<file path="src/rtl/reg_file_cmd_ctrl.sv">
// reg_file_cmd_ctrl: turns an rx byte stream into register file write/read frames and returns read data on tx
// Frames: WRITE = {WR_CMD, addr, data}; READ = {RD_CMD, addr} -> one byte on tx_data/tx_valid.
// Ports: clk, rst (async active-low); rx_data/rx_valid byte input;
//   WrData/Address/Wr_En/Rd_EN/Rd_Data register file side (1-cycle registered read);
//   tx_data/tx_valid/tx_ready read-back handshake; busy, cmd_err, rx_drop status.
// Optional feature: define CMD_TIMEOUT_EN to abort frames idle for TIMEOUT_CYCLES cycles.
module reg_file_cmd_ctrl #(
  parameter int DATA_WIDTH = 8,
  parameter int ADDR_WIDTH = 4,
  parameter logic [DATA_WIDTH-1:0] WR_CMD = 8'hAA,
  parameter logic [DATA_WIDTH-1:0] RD_CMD = 8'hBB,
  parameter int TIMEOUT_CYCLES = 255
) (
  input  logic                  clk,
  input  logic                  rst,
  input  logic [DATA_WIDTH-1:0] rx_data,
  input  logic                  rx_valid,
  output logic [DATA_WIDTH-1:0] WrData,
  output logic [ADDR_WIDTH-1:0] Address,
  output logic                  Wr_En,
  output logic                  Rd_EN,
  input  logic [DATA_WIDTH-1:0] Rd_Data,
  output logic [DATA_WIDTH-1:0] tx_data,
  output logic                  tx_valid,
  input  logic                  tx_ready,
  output logic                  busy,
  output logic                  cmd_err,
  output logic                  rx_drop
);
  // RD_REQ is the cycle Rd_EN is high; RD_WAIT is the cycle Rd_Data becomes valid
  typedef enum logic [2:0] {IDLE, WR_ADDR, WR_DATA, RD_ADDR, RD_REQ, RD_WAIT, RD_SEND} state_t;
  state_t state, state_n;
  logic [DATA_WIDTH-1:0] wdata_n, txd_n;
  logic [ADDR_WIDTH-1:0] addr_n;
  logic wr_n, rd_n, txv_n, err_n, drop_n;
`ifdef CMD_TIMEOUT_EN
  localparam int CW = $clog2(TIMEOUT_CYCLES + 1);
  logic [CW-1:0] cnt, cnt_n;
  logic in_frame, timed_out;
  assign in_frame = state inside {WR_ADDR, WR_DATA, RD_ADDR};
  // fires on the TIMEOUT_CYCLES-th consecutive silent cycle of a frame
  assign timed_out = in_frame && !rx_valid && cnt == CW'(TIMEOUT_CYCLES - 1);
  assign cnt_n = (in_frame && !rx_valid && !timed_out) ? cnt + 1'b1 : '0;
  always_ff @(posedge clk or negedge rst)
    if (!rst) cnt <= '0;
    else cnt <= cnt_n;
`else
  logic unused_timeout;
  assign unused_timeout = |TIMEOUT_CYCLES;
`endif
  assign busy = state != IDLE;
  always_comb begin
    state_n = state;
    addr_n = Address;
    wdata_n = WrData;
    txd_n = tx_data;
    txv_n = tx_valid;
    wr_n = 1'b0;
    rd_n = 1'b0;
    err_n = 1'b0;
    drop_n = rx_valid && state inside {RD_REQ, RD_WAIT, RD_SEND};
    case (state)
      IDLE: if (rx_valid) begin
        state_n = rx_data == WR_CMD ? WR_ADDR : rx_data == RD_CMD ? RD_ADDR : IDLE;
        err_n = rx_data != WR_CMD && rx_data != RD_CMD;
      end
      WR_ADDR: if (rx_valid) begin
        addr_n = rx_data[ADDR_WIDTH-1:0];
        state_n = WR_DATA;
      end
      WR_DATA: if (rx_valid) begin
        wdata_n = rx_data;
        wr_n = 1'b1;
        state_n = IDLE;
      end
      RD_ADDR: if (rx_valid) begin
        addr_n = rx_data[ADDR_WIDTH-1:0];
        rd_n = 1'b1;
        state_n = RD_REQ;
      end
      RD_REQ: state_n = RD_WAIT;
      RD_WAIT: begin
        txd_n = Rd_Data;
        txv_n = 1'b1;
        state_n = RD_SEND;
      end
      RD_SEND: if (tx_ready) begin
        txv_n = 1'b0;
        state_n = IDLE;
      end
      default: state_n = IDLE;
    endcase
`ifdef CMD_TIMEOUT_EN
    if (timed_out) begin
      state_n = IDLE;
      err_n = 1'b1;
    end
`endif
  end
  always_ff @(posedge clk or negedge rst)
    if (!rst) begin
      state <= IDLE;
      Address <= '0;
      WrData <= '0;
      tx_data <= '0;
      tx_valid <= 1'b0;
      Wr_En <= 1'b0;
      Rd_EN <= 1'b0;
      cmd_err <= 1'b0;
      rx_drop <= 1'b0;
    end else begin
      state <= state_n;
      Address <= addr_n;
      WrData <= wdata_n;
      tx_data <= txd_n;
      tx_valid <= txv_n;
      Wr_En <= wr_n;
      Rd_EN <= rd_n;
      cmd_err <= err_n;
      rx_drop <= drop_n;
    end
endmodule

</file>
<file path="config.mk">
export PLATFORM = sky130hd
export DESIGN_NAME = reg_file_cmd_ctrl
export DESIGN_NICKNAME = d
export VERILOG_FILES = /design/src/rtl/reg_file_cmd_ctrl.sv
export SDC_FILE = /design/constraint.sdc
export NUM_CORES = 1
export LEC_CHECK = 0
export BUFFER_PORTS_ARGS = -buffer_cell sky130_fd_sc_hd__buf_4
export CORE_ASPECT_RATIO = 0.75
export CORE_MARGIN = 3
export CORE_UTILIZATION = 50
export DETAILED_ROUTE_END_ITERATION = 6
export PLACE_DENSITY = 0.93
export SLEW_MARGIN = 20
export SYNTH_ARGS = -nofsm -noshare
export SYNTH_HDL_FRONTEND = slang
export SYNTH_SLANG_ARGS = --single-unit
</file>
<file path="constraint.sdc">
create_clock -name clk -period 2.2 [get_ports clk]
set_clock_uncertainty 0.1 [all_clocks]
set_input_delay 0.22 -clock clk [delete_from_list [all_inputs] [get_ports clk]]
set_output_delay 0.22 -clock clk [all_outputs]
set_load 0.005 [all_outputs]
</file>
==> impl_metrics.yaml <==
timing:
  maxSlewHeadroom_pct: 77.2
  fin_tns_setup_ns: 0
  setup_viol: 0
  worst_slew_pin_slew_ns: 0.342
  timing.fmax_mhz: 586
  setup_ws_ns: 0.493
  finalMaxSlewViolations: 0
  fin_crit_sh_pct: 77.6
  hold_violations: 0
  rsz0062_at_grt: "no"
  period_minus_slack_ns: 1.71
setup_path:
  worstReg2RegStart: "state[2]$_DFFE_PN0P_"
  r2r_cells: 4
  worstSetupEndpoint: "busy"
  rrSetupSlack_ns: 0.51
  cp_data_arrival_time_ns: 1.39
  cp_max_fo: 11
  worst_r2r_endpoint: "WrData[3]$_DFFE_PN0P_"
  cp_data_required_time_ns: 1.88
  end_kind: "primary output"
  worstSetupPathType: "flop to primary output"
  cp-startpoint: "state[2]$_DFFE_PN0P_"
  worstSetupStartpointType: "flop"
power_and_ir_drop:
  power.leakage_nw: 0.784
  clockPowerShare_pct: 16.6
  seqPwrFrac_pct: 44.7
  switching_power_mw: 0.579
  pwr_density_cell_nw_per_um2: 1250
  p_int_mw: 1.43
  pwr-share-comb_pct: 38.7
  swShare_pct: 28.8
  ir_drop_v: 0.000698
synthesis:
  async_reset_ff_share_pct: 100
  ys_ff_latch: 28
  synthTopCellsByCount: "dfrtp_1, mux2_2, nor2_1"
  synthFlopType: "dfrtp_1"
  synth_fp_nets: 101
  avgSynthCellArea_sq_um: 14.2
  seq_area_frac_synth_pct: 60.7
  synth_area_sq_um: 1150
  synth_edf_count: 0
  synth_cell_type_count: 26
  synthCells: 81
  yosysTopAreaCell: "dfrtp_1"
  synth_area_leaders: "dfrtp_1, mux2_2, buf_6"
  yosysTopAreaCellShare_pct: 60.7
  synth.most_common_cell: "dfrtp_1"
  ys_warn_count: 0
global_routing:
  grt_max_degree: 29
  grt_pass1_vias: 872
  grt_pass1_wl_um: 3980
  antenna_found_initial: 0
  grt.total_usage_pct: 19.1
  overflow: 0
routing:
  wirelength_um: 2700
  first_pass_iters: 4
  wl_per_cell_um: 17.1
  drt-initial-drc-count: 31
  drcViolationCount: 0
  post_drt_via_cell_ratio: 5.40
  ant_nets: 0
  vias: 853
placed_design:
  port_buffers: 45
  gp_congestion: 0.730
  dpl.hpwl_um: 1940
  pre_cts_ws_ns: 0.519
floorplan:
  die_w_um: 61.5
  num_rows: 14
  dieHeight_um: 47.6
  start_util_pct: 54.9
  fp.coreArea_sq_um: 2100
  die_area_sq_um: 2930
  ioPinCount: 46
finish:
  n_antenna_cell: 0
  area_growth_pct: 39.8
  drive_above_1_share_pct: 56.0
  layout.nets: 155
cts:
  clockBufferDepth: 2
  clock_sinks: 28
  root_buffer: "clkbuf_4"
  post_cts_resized: 0
  cts_max_level: 1
  clk-insertion-delay-late_ns: 0.33
  clkTransAtPathRegs_ns: 0.14
  cts_tree: "yes"
  cts_buffers: 3
run_status:
  status: "finished, final reports clean"
hold_path:
  min_path_type: "primary input to flop"
  hold_depth: 2
flow_run:
  drv_cap: 0
==> what timing repair did <==
item / CTS / global route
setup buffers: 0 / 0
hold buffers: 3 / 4
endpoints found under the hold margin: 30 / 4
==> registers in the layout (all words and copies together) (netlist names) <==
name / cells
tx_data: 8
cmd_err: 1
rx_drop: 1
Address: 4
Rd_EN: 1
state: 3
Wr_En: 1
WrData: 8
tx_valid: 1
==> cells in the final DEF (no fill, tap or decap), drive strengths merged <==
master	Yosys	routed
nor2	5	5
and2b	1	1
buf	4	46
nor3	1	1
mux2i	1	1
or4	1	1
bufinv	0	1
dlygate4sd3	0	7
dfrtp	28	28
nand2b	2	2
a21oi	2	2
clkbuf	0	3
nand4b	1	1
mux2	20	20
or3	1	1
nand3	1	1
a21o	1	1
nand2	3	3
o21ai	1	1
xor2	2	2
nor3b	1	1
nand3b	1	1
a31o	1	1
and3	1	1
nor4	1	1
a22o	1	1
==> cells by family (layout without fill, tap and decap cells) <==
logic type             after synthesis  after routing  synth area share [%]
multiplexers                        21             21                  20.4
AND/OR/NAND/NOR                     20             20                  10.5
XOR/XNOR                             2              2                  1.52
buffers and inverters                4             57                  3.36
flip-flops                          28             28                  60.7
AO/OA/AOI/OAI                        6              6                  3.47
==> cell type report <==
type	count	area [sq um]
multi-input cells	49	414
clock inverters	1	30.0
fillers	139	489
well taps	24	30.0
repair buffers	53	415
flip-flops and latches	28	701
clock buffers	3	22.5
==> through the flow <==
| step | cells | utilization (%) | instance area [sq um] | hold slack, ns | power, mW |
|---|---|---|---|---|---|
| 2_1_floorplan | 81 | - | 1150 | -0.176 | 1.24 |
| 6_report | 158 | 76.7 | 1610 | 0.0121 | 2.01 |
| 4_1_cts | 154 | 74.8 | 1570 | 0.000430 | 2.02 |
| 5_1_grt | 158 | 76.7 | 1610 | 0.000640 | 2.13 |
| 3_3_place_gp | 147 | 70.9 | 1490 | 0.0463 | 1.62 |
| 3_5_place_dp | 147 | 70.9 | 1490 | 0.0551 | 1.67 |
==> power by group through the flow <==
stage / clock network, mW / logic, mW / registers, mW
2_1_floorplan: 0 / 0.380 / 0.862
3_3_place_gp: 0 / 0.736 / 0.884
3_5_place_dp: 0 / 0.772 / 0.902
4_1_cts: 0.342 / 0.784 / 0.894
5_1_grt: 0.365 / 0.846 / 0.925
6_report: 0.334 / 0.778 / 0.898
==> metal layers <==
| layer | up-vias | part of all wire [%] | global-route usage, % |
|---|---|---|---|
| li1 | 390 | - | - |
| met1 | 424 | 38 | 22.1 |
| met2 | 29 | 53 | 33.8 |
| met3 | 10 | 5.6 | 5.39 |
| met4 | 0 | 2.9 | 8.47 |
| met5 | - | 0 | 0 |
==> worst max-delay path, cell delays in order, from the launching register on <==
cell and delay [ns]:
dfrtp_1 0.52, or3_1 0.40, buf_4 0.14
==> how the worst min path moves through the flow <==
| stage | from | end | slack (ns) |
|---|---|---|---|
| finish | Rd_Data[2] | tx_data[2]$_DFFE_PN0P_ | 0.01 |
| global route | Rd_Data[0] | tx_data[0]$_DFFE_PN0P_ | 0.0006 |
| CTS | Rd_Data[1] | tx_data[1]$_DFFE_PN0P_ | 0.0004 |
| detailed placement | rst | rx_drop$_DFF_PN0_ | 0.06 |
| global placement | rst | rx_drop$_DFF_PN0_ | 0.05 |
| floorplan | rst | Address[0]$_DFFE_PN0P_ | -0.18 |
Note: power is estimated with default switching activity, not from simulation.
